`src/rtl/rv32i_types.sv`:
```
// Shared RV32I decode types and opcode constants.
// Contents: opcode/funct7 constants, reservation-station class enum,
// dispatch FSM state enum, RS one-hot helper.
package rv32i_types;

    localparam int unsigned RS_NUM = 4;

    localparam logic [6:0] OPC_LOAD     = 7'b0000011;
    localparam logic [6:0] OPC_STORE    = 7'b0100011;
    localparam logic [6:0] OPC_BRANCH   = 7'b1100011;
    localparam logic [6:0] OPC_JAL      = 7'b1101111;
    localparam logic [6:0] OPC_JALR     = 7'b1100111;
    localparam logic [6:0] OPC_OP       = 7'b0110011;
    localparam logic [6:0] OPC_OP_IMM   = 7'b0010011;
    localparam logic [6:0] OPC_LUI      = 7'b0110111;
    localparam logic [6:0] OPC_AUIPC    = 7'b0010111;
    localparam logic [6:0] FUNCT7_MULDIV = 7'b0000001;

    typedef enum logic [1:0] {
        RS_ALU    = 2'd0,
        RS_MULDIV = 2'd1,
        RS_LSU    = 2'd2,
        RS_BR     = 2'd3
    } rs_class_t;

    typedef enum logic [1:0] {
        IQD_IDLE = 2'd0,
        IQD_PEND = 2'd1,
        IQD_HELD = 2'd2
    } iq_disp_state_t;

    // One-hot RS select for a class: bit index equals the enum encoding.
    function automatic logic [RS_NUM-1:0] rs_onehot(input rs_class_t c);
        return RS_NUM'(1) << c;
    endfunction

endpackage

```
`src/rtl/inst_classify.sv`:
```
// Combinational instruction classifier: opcode/funct7 -> reservation-station class.
// Ports:
//   opcode     in  [6:0]  instruction bits [6:0]
//   funct7     in  [6:0]  instruction bits [31:25]
//   rs_class_c out        target RS class (ALU / MULDIV / LSU / BR)
module inst_classify
    import rv32i_types::*;
(
    input  logic [6:0] opcode,
    input  logic [6:0] funct7,
    output rs_class_t  rs_class_c
);

    // Anything not explicitly recognised falls through to the ALU station.
    always_comb begin
        rs_class_c = RS_ALU;
        case (opcode)
            OPC_LOAD, OPC_STORE:             rs_class_c = RS_LSU;
            OPC_BRANCH, OPC_JAL, OPC_JALR:   rs_class_c = RS_BR;
            OPC_OP: begin
                if (funct7 == FUNCT7_MULDIV) begin
                    rs_class_c = RS_MULDIV;
                end
            end
            default:                         rs_class_c = RS_ALU;
        endcase
    end

endmodule

```
`src/rtl/iq_dispatch_ctrl.sv`:
```
// Instruction-queue dispatch controller.
// Dequeues the instruction queue, presents one instruction per cycle to
// rename/dispatch, steers it to one of four RS classes and holds it until
// both the ROB and the target RS can accept it. Flush kills anything in flight.
// Optional macro IQ_DISPATCH_PERF_CNT_EN adds saturating stall counters.
// Ports:
//   clk, rst            clock, asynchronous active-high reset
//   flush               backend redirect
//   iq_empty            queue empty flag
//   iq_dequeue          dequeue request (combinational)
//   iq_flush            flush forwarded to queue (combinational)
//   iq_rdata            queue data, valid the cycle after iq_dequeue
//   rob_ready           ROB can allocate one entry
//   rs_ready[3:0]       per-class RS space: ALU, MULDIV, LSU, BR
//   dispatch_valid      dispatch_inst valid
//   dispatch_inst       instruction presented to dispatch
//   dispatch_rs_sel     one-hot target RS, zero when not valid
//   rob_alloc           dispatch accepted this cycle
//   perf_*              (macro only) ROB stall, RS stall and idle-empty counters
module iq_dispatch_ctrl
    import rv32i_types::*;
#(
    parameter int unsigned INST_WIDTH     = 32,
    parameter int unsigned PERF_CNT_WIDTH = 32
) (
    input  logic                      clk,
    input  logic                      rst,
    input  logic                      flush,
    input  logic                      iq_empty,
    output logic                      iq_dequeue,
    output logic                      iq_flush,
    input  logic [INST_WIDTH-1:0]     iq_rdata,
    input  logic                      rob_ready,
    input  logic [RS_NUM-1:0]         rs_ready,
    output logic                      dispatch_valid,
    output logic [INST_WIDTH-1:0]     dispatch_inst,
    output logic [RS_NUM-1:0]         dispatch_rs_sel,
    output logic                      rob_alloc
`ifdef IQ_DISPATCH_PERF_CNT_EN
    ,
    output logic [PERF_CNT_WIDTH-1:0] perf_rob_stall,
    output logic [PERF_CNT_WIDTH-1:0] perf_rs_stall,
    output logic [PERF_CNT_WIDTH-1:0] perf_empty_cycles
`endif
);

    // Classification reads instruction bits [31:25]; counters need at least one bit.
    if (INST_WIDTH < 32 || PERF_CNT_WIDTH == 0) begin : g_param_chk
        $error("iq_dispatch_ctrl: INST_WIDTH must be >= 32 and PERF_CNT_WIDTH > 0");
    end

    iq_disp_state_t          state_q, state_d;
    logic [INST_WIDTH-1:0]   inst_q, inst_d;
    logic [INST_WIDTH-1:0]   cand_inst_c;
    rs_class_t               rs_class_c;
    logic                    accept_c;

    // Candidate instruction: fresh queue data in PEND, latched copy otherwise.
    assign cand_inst_c = (state_q == IQD_PEND) ? iq_rdata : inst_q;

    inst_classify u_classify (
        .opcode     (cand_inst_c[6:0]),
        .funct7     (cand_inst_c[31:25]),
        .rs_class_c (rs_class_c)
    );

    assign accept_c = rob_ready & rs_ready[rs_class_c];
    assign iq_flush = flush;

    // State and held-instruction registers.
    always_ff @(posedge clk or posedge rst) begin
        if (rst) begin
            state_q <= IQD_IDLE;
            inst_q  <= '0;
        end else begin
            state_q <= state_d;
            inst_q  <= inst_d;
        end
    end

    // Next-state and dispatch handshake; flush overrides every other path.
    always_comb begin
        state_d         = state_q;
        inst_d          = inst_q;
        iq_dequeue      = 1'b0;
        dispatch_valid  = 1'b0;
        dispatch_inst   = '0;
        dispatch_rs_sel = '0;
        rob_alloc       = 1'b0;

        if (rst) begin
            state_d = IQD_IDLE;
            inst_d  = '0;
        end else if (flush) begin
            state_d = IQD_IDLE;
            inst_d  = '0;
        end else begin
            case (state_q)
                IQD_IDLE: begin
                    if (!iq_empty) begin
                        iq_dequeue = 1'b1;
                        state_d    = IQD_PEND;
                    end
                end
                IQD_PEND, IQD_HELD: begin
                    dispatch_valid  = 1'b1;
                    dispatch_inst   = cand_inst_c;
                    dispatch_rs_sel = rs_onehot(rs_class_c);
                    if (accept_c) begin
                        rob_alloc = 1'b1;
                        // Refill immediately so streaming runs at one per cycle.
                        if (!iq_empty) begin
                            iq_dequeue = 1'b1;
                            state_d    = IQD_PEND;
                        end else begin
                            state_d    = IQD_IDLE;
                        end
                    end else if (state_q == IQD_PEND) begin
                        // Queue data is only valid this cycle, so capture it.
                        inst_d  = iq_rdata;
                        state_d = IQD_HELD;
                    end
                end
                default: begin
                    state_d = IQD_IDLE;
                    inst_d  = '0;
                end
            endcase
        end
    end

`ifdef IQ_DISPATCH_PERF_CNT_EN
    logic [PERF_CNT_WIDTH-1:0] perf_rob_stall_q, perf_rob_stall_d;
    logic [PERF_CNT_WIDTH-1:0] perf_rs_stall_q, perf_rs_stall_d;
    logic [PERF_CNT_WIDTH-1:0] perf_empty_cycles_q, perf_empty_cycles_d;
    logic                      rob_stall_c, rs_stall_c, empty_c;

    assign rob_stall_c = dispatch_valid & ~rob_ready;
    assign rs_stall_c  = dispatch_valid & rob_ready & ~rs_ready[rs_class_c];
    assign empty_c     = (state_q == IQD_IDLE) & iq_empty;

    // Saturating increments; flush does not clear the counters.
    always_comb begin
        perf_rob_stall_d    = perf_rob_stall_q;
        perf_rs_stall_d     = perf_rs_stall_q;
        perf_empty_cycles_d = perf_empty_cycles_q;
        if (rob_stall_c && (perf_rob_stall_q != '1)) begin
            perf_rob_stall_d = perf_rob_stall_q + PERF_CNT_WIDTH'(1);
        end
        if (rs_stall_c && (perf_rs_stall_q != '1)) begin
            perf_rs_stall_d = perf_rs_stall_q + PERF_CNT_WIDTH'(1);
        end
        if (empty_c && (perf_empty_cycles_q != '1)) begin
            perf_empty_cycles_d = perf_empty_cycles_q + PERF_CNT_WIDTH'(1);
        end
    end

    always_ff @(posedge clk or posedge rst) begin
        if (rst) begin
            perf_rob_stall_q    <= '0;
            perf_rs_stall_q     <= '0;
            perf_empty_cycles_q <= '0;
        end else begin
            perf_rob_stall_q    <= perf_rob_stall_d;
            perf_rs_stall_q     <= perf_rs_stall_d;
            perf_empty_cycles_q <= perf_empty_cycles_d;
        end
    end

    assign perf_rob_stall    = perf_rob_stall_q;
    assign perf_rs_stall     = perf_rs_stall_q;
    assign perf_empty_cycles = perf_empty_cycles_q;
`endif

endmodule
```
`config.mk`:
```
export PLATFORM = sky130hd
export DESIGN_NAME = iq_dispatch_ctrl
export DESIGN_NICKNAME = d
export VERILOG_FILES = /design/src/rtl/rv32i_types.sv /design/src/rtl/inst_classify.sv /design/src/rtl/iq_dispatch_ctrl.sv
export SDC_FILE = /design/constraint.sdc
export NUM_CORES = 1
export LEC_CHECK = 0
export ABC_AREA = 1
export CAP_MARGIN = 20
export CORE_MARGIN = 2
export CORE_UTILIZATION = 50
export CTS_CLUSTER_SIZE = 40
export DETAILED_ROUTE_END_ITERATION = 16
export PLACE_DENSITY = 0.89
export SLEW_MARGIN = 20
export SYNTH_ARGS = -nofsm -noshare
export SYNTH_HDL_FRONTEND = slang
export SYNTH_SLANG_ARGS = --single-unit
```
`constraint.sdc`:
```
create_clock -name clk -period 3.5 [get_ports clk]
set_input_delay 0.7 -clock clk [delete_from_list [all_inputs] [get_ports clk]]
set_output_delay 0.7 -clock clk [all_outputs]
set_load 0.02 [all_outputs]
```
==> impl_metrics.tcl, run 1 <==
set metrics [dict create \
    post-route-util 0.730 \
    numCtsBuffers 5 \
    start_util 0.518 \
    ant_nets 0 \
    drtIter0Drc 88 \
    core_mm2 0.00472 \
    drv_slew 0 \
    fin_crit_ns 3.35 \
    globalRoute.totalOverflow 0 \
    whs_ns 0.487 \
    drive_gt1_frac 0.128 \
    setup_viol 0 \
    timing.final.crit_share 0.956 \
    crit_path_max_incr_delay_ns 0.61 \
    cts_tree "done" \
    io_pins 81 \
    die-area_mm2 0.00546 \
    clk_pin_slew_worst_paths_ns 0.07 \
    die_h_um 73.9 \
    grt_pass1_vias 2267 \
    grt_util_met2 0.408 \
    row_count 25 \
    cp_top_family "buffers and inverters" \
    critPathSlowestCell "clkdlybuf4s50_1" \
    grt_max_degree 65 \
    synth.net_count 421 \
    nets 505 \
    hold_viol_final 0 \
    final_common_cell "nand2_1" \
    layout_common_cells "177 x nand2_1, 66 x inv_1, 64 x clkdlybuf4s50_1" \
    path_cells "clkdlybuf4s50_1 -> nor2_1 -> inv_1 -> nor2_2 -> clkinv_1 -> buf_4 -> nor2_1 -> clkdlybuf4s50_1" \
    path_buf_inv 5 \
    cap_viol_max_count 0 \
    tightest_slew_ns 0.446 \
    avgViaCountPerCell 4.58 \
    end_kind "output port" \
    n_antenna_cell 0 \
    required_ns 2.80 \
    dr.pass1.iters 4 \
    ys_seq_elements 34 \
    synth-seq-area-share 0.348 \
    clock_sinks 34 \
    area_growth_pct 41.0 \
    cts_max_level 2 \
    tns_ns 0 \
    wl_per_cell_um 11.3 \
    worstSetupPathType "in2out" \
    grtUsageTotal 0.232 \
    slew_headroom 0.703 \
    syn_inst 377 \
    synth_cell_types 22 \
    fmax_ghz 0.299 \
    dp_hpwl_um 4450 \
    clock_tree.root_cell "clkbuf_8" \
    post_cts_buffers 0 \
    die_w_um 73.9 \
    critPathArrivalTime_ns 2.65 \
    grt_busiest_layer "met2" \
    status "finished, final reports clean" \
    synth_area_mm2 0.00244 \
    clockBufferDepth 2 \
    critPathMaxFanout 8 \
    gp_congestion 0.882 \
    yosysWarnings 0 \
    ir_drop_mv 0.167 \
    n_fill_cell 394 \
    hold_buffers 0 \
    antenna_found_initial 0 \
    grt_pass1_wl_um 9900 \
    use_met3 0.0494 \
    clock_skew_ns 0.0123 \
    grt_util_met1 0.289 \
    setup.worst_path.start_class "input port" \
    power_density_mw_per_mm2 274 \
    power.leakage_nw 2.07 \
    hold_path_class "reg2reg" \
    insertion_delay_ns 0.28 \
    route.detailed.drc 0 \
    vias 2423 \
    portBuffers 80 \
    wirelength_um 5980 \
    synth_area_per_cell_um2 6.48 \
]
worst paths after layout:
path	startpoint	to	slack, ns	depth (start not counted)
max in group asynchronous	rst	inst_q[8]	2.33	3
setup reg to reg	state_q[1]	inst_q[8]	0.75	18
hold reg to reg	inst_q[3]	inst_q[3]	0.49	2
setup / recovery	flush	dispatch_rs_sel[3]	0.15	8
hold / removal	inst_q[3]	inst_q[3]	0.49	2
min in group asynchronous	rst	inst_q[12]	0.84	3
registers in the layout, summed over array words and instances, names as in the netlist:
name / flops
inst_q: 32
state_q: 2
worst register-to-register path, delay by kind of cell, from the launching register on:
| family | cells | cell delay, ns |
|---|---|---|
| AO/OA/AOI/OAI | 2 | 0.22 |
| adder cells (fa/ha/maj) | 1 | 0.26 |
| buffers and inverters | 5 | 0.89 |
| flip-flops | 1 | 0.39 |
| AND/OR/NAND/NOR | 10 | 0.90 |
cells by family (layout without fill, tap and decap cells):
logic type	count (synthesis)	after routing	synth area share
buffers and inverters	85	170	0.160
adders and majority gates	3	3	0.0154
AOI/OAI and AO/OA	39	39	0.127
and+or+nand+nor	216	216	0.350
DFF	34	34	0.348
routing by layer:
| metal | up-vias | part of all wire |
|---|---|---|
| met3 | 8 | 0.056 |
| met1 | 1072 | 0.44 |
| met2 | 72 | 0.49 |
| met4 | 0 | 0.014 |
| met5 | - | 0 |
| li1 | 1271 | - |
repair_timing:
| action | in CTS | in global routing |
|---|---|---|
| cloned | 0 | 0 |
| setup endpoints to repair | 2 | 16 |
| resized for setup | 5 | 17 |
stage by stage:
| stage | cells | power, mW | worst slack, ns | cell area, um2 |
|---|---|---|---|---|
| 2_1_floorplan | 377 | 0.565 | 0.771 | 2440 |
| 3_3_place_gp | 521 | 0.644 | 0.0174 | 3310 |
| 3_5_place_dp | 521 | 0.648 | -0.0198 | 3310 |
| 4_1_cts | 529 | 0.950 | 0.0752 | 3410 |
| 5_1_grt | 529 | 0.991 | -0.00415 | 3450 |
| 6_report | 529 | 0.945 | 0.153 | 3450 |
report_power, final:
group          total [mW]  internal (mW)  switching (mW)
sequential          0.403          0.398         0.00433
clock               0.302          0.159           0.143
combinational       0.240          0.100           0.140
total               0.945          0.657           0.288
cell type report:
class / instances / area (um2) / share of cell area
Inverter: 68 / 258 / 0.0748
Multi-Input combinational cell: 258 / 1210 / 0.351
Clock inverter: 1 / 5.00 / 0.00145
Sequential cell: 34 / 851 / 0.247
Clock buffer: 7 / 86.3 / 0.0250
Timing Repair Buffer: 94 / 955 / 0.277
Tap cell: 67 / 83.8 / 0.0243
cells in the mapped netlist:
master    count  area, um2
nor2_2        2       12.5
buf_4         1       7.51
dfrtp_1      34        851
o21ai_0       5       25.0
a21oi_1       3       15.0
nand2_1     177        664
inv_2         1       3.75
nand2_2       1       6.26
nand3b_1      1       7.51
o21ai_2      28        245
nand3_2       1       10.0
o21ai_4       1       16.3
nand3_1       5       25.0
inv_1        66        248
buf_6         9        101
clkinv_1      1       3.75
nand4_4       1       21.3
ha_1          3       37.5
clkbuf_1      7       26.3
o21ai_1       2       10.0
nand4_1       1       6.26
nor2_1       27        101
Note: power is estimated with default switching activity, not from simulation.
==> run 2: changes to the inputs <==
--- a/config.mk
+++ b/config.mk
@@ -11,6 +11,7 @@
 export CORE_UTILIZATION = 50
 export CTS_CLUSTER_SIZE = 40
 export DETAILED_ROUTE_END_ITERATION = 16
+export GPL_ROUTABILITY_DRIVEN = 0
 export PLACE_DENSITY = 0.89
 export SLEW_MARGIN = 20
 export SYNTH_ARGS = -nofsm -noshare
==> impl_metrics.tcl, run 2 (same netlist as run 1, synthesis figures left out) <==
set metrics [dict create \
    status "finished, final reports clean" \
    insertion_delay_ns 0.28 \
    fin_area_mm2 0.00342 \
    timing.rr.start "state_q[1]" \
    area_growth_pct 39.8 \
    clock_tree.root_cell "clkbuf_8" \
    cap_viol_max_count 0 \
    post-route-util 0.724 \
    rsz0062_at_grt "false" \
    drv_slew 0 \
    clk_pin_slew_worst_paths_ns 0.06 \
    post_cts_buffers 0 \
    globalRoute.totalOverflow 0 \
    grt_util_met2 0.409 \
    cts_tree "done" \
    wl_per_cell_um 11.1 \
    clockBufferDepth 2 \
    n_antenna_cell 0 \
    numCtsBuffers 5 \
    grt_util_met1 0.265 \
    drtIter0Drc 144 \
    power_frac_seq 0.430 \
    nets 505 \
    row_count 25 \
    grt_max_degree 65 \
    wirelength_um 5880 \
    die_w_um 73.9 \
    ant_nets 0 \
    critPathMaxFanout 6 \
    use_met3 0.0480 \
    placed_area_mm2 0.00331 \
    vias 2467 \
    start_util 0.518 \
    grt_pass1_wl_um 9650 \
    whs_ns 0.483 \
    slew_headroom 0.709 \
    regArea_um2 851 \
    swShare 0.298 \
    tightest_slew_ns 0.437 \
    portBuffers 80 \
    fmax_ghz 0.297 \
    core_mm2 0.00472 \
    clock_sinks 34 \
    rr_worst_depth 17 \
    cp_top_family "buffers and inverters" \
    crit_cells 8 \
    p_sw_uw 279 \
    dp_hpwl_um 4310 \
    endpoint "dispatch_inst[29]" \
    rr_endpoint "inst_q[25]" \
    final_common_cell "nand2_1" \
    fin_crit_ns 3.37 \
    largest_register "inst_q" \
    setup_viol 0 \
    layout_common_cells "177 x nand2_1, 74 x clkdlybuf4s50_1, 66 x inv_1" \
    power_density_mw_per_mm2 274 \
    intPower_uw 657 \
    grt_busiest_layer "met2" \
    hold_path_class "reg2reg" \
    n_fill_cell 419 \
    route.detailed.drc 0 \
    die_h_um 73.9 \
    worstSetupPathType "in2out" \
    required_ns 2.80 \
    critPathSlowestCell "clkdlybuf4s50_1" \
    tns_ns 0 \
    path_buf_inv 5 \
    drive_gt1_frac 0.128 \
    path_cells "clkdlybuf4s50_1 -> nor2_1 -> inv_1 -> nor2_2 -> clkinv_1 -> buf_4 -> nor2_1 -> clkdlybuf4s50_1" \
    timing.final.crit_share 0.963 \
    cts_max_level 2 \
    reg_top3 "inst_q (32), state_q (2)" \
    grtUsageTotal 0.226 \
    dr.pass1.iters 4 \
    end_kind "output port" \
    power.leakage_nw 1.89 \
    hold_viol_final 0 \
    setup.worst_path.start_class "input port" \
    io_pins 81 \
    die-area_mm2 0.00546 \
    largest_register_ffs 32 \
    avgViaCountPerCell 4.66 \
    ir_drop_mv 0.173 \
    r2r_setup_slack_ns 0.70 \
    grt_pass1_vias 2294 \
    clock_skew_ns 0.00783 \
    critPathArrivalTime_ns 2.67 \
    antenna_found_initial 0 \
    crit_path_max_incr_delay_ns 0.63 \
    p_clk_frac 0.313 \
    multi_input_area_mm2 0.00121 \
    combPwrFrac 0.257 \
    startpoint "flush" \
]
-- run 2: cell count changes in the layout (fill, tap and decap cells not counted) --
cell,change
buf_4,+1
buf_6,-1
clkdlybuf4s50_1,+10
dlymetal6s2s_1,-10
-- run 2: stage by stage --
step	instances	setup slack, ns	total power [mW]
after floorplan	377	0.771	0.565
after detailed placement	521	-0.0466	0.647
final	529	0.128	0.936
after CTS	529	0.111	0.946
after global routing	529	0.0140	0.988
after global placement	521	0.0148	0.642
-- run 2: timing repair --
item | in CTS | in global routing
resized for setup | 5 | 6
setup endpoints to repair | 2 | 5
hold buffers | 0 | 0
-- run 2: worst min path at each step --
| stage | end | start | depth (start not counted) |
|---|---|---|---|
| 6_report | inst_q[5] | inst_q[5] | 2 |
| 5_1_grt | inst_q[3] | inst_q[3] | 2 |
| 4_1_cts | inst_q[5] | inst_q[5] | 2 |
| 3_5_place_dp | inst_q[3] | inst_q[3] | 2 |
| 3_3_place_gp | inst_q[0] | inst_q[0] | 2 |
| 2_1_floorplan | inst_q[24] | inst_q[24] | 2 |
-- run 2: area by class of cell --
class,instances,area share
clock buffer,7,0.0253
clock inverter,1,0.00146
inverter,68,0.0754
multi-input combinational,258,0.354
sequential,34,0.249
tap,67,0.0245
timing repair buffer,94,0.271
-- run 2: layer usage --
metal | routed length (um) | up-vias
met1 | 2540 | 1108
met3 | 372 | 6
met4 | 54 | 0
met2 | 2910 | 80
li1 | - | 1273
met5 | 0 | -
-- run 2: power groups by stage --
stage / clock network (mW) / logic [mW] / registers, mW
3_5_place_dp: 0 / 0.237 / 0.410
3_3_place_gp: 0 / 0.233 / 0.410
6_report: 0.293 / 0.240 / 0.403
2_1_floorplan: 0 / 0.156 / 0.409
5_1_grt: 0.320 / 0.265 / 0.403
4_1_cts: 0.303 / 0.241 / 0.403
-- run 2: worst reg2reg max path, cell delays in order, from the launching register on --
cell	delay [ns]
dfrtp_1	0.39
inv_1	0.09
ha_2	0.26
buf_6	0.20
nand2_1	0.07
nand2_1	0.09
nand2_1	0.08
nor2_1	0.14
nand2_1	0.11
nand2_1	0.11
nand2_2	0.07
nand3_2	0.07
buf_4	0.12
nand4_4	0.07
buf_4	0.16
o21ai_4	0.14
buf_12	0.31
o21ai_0	0.18
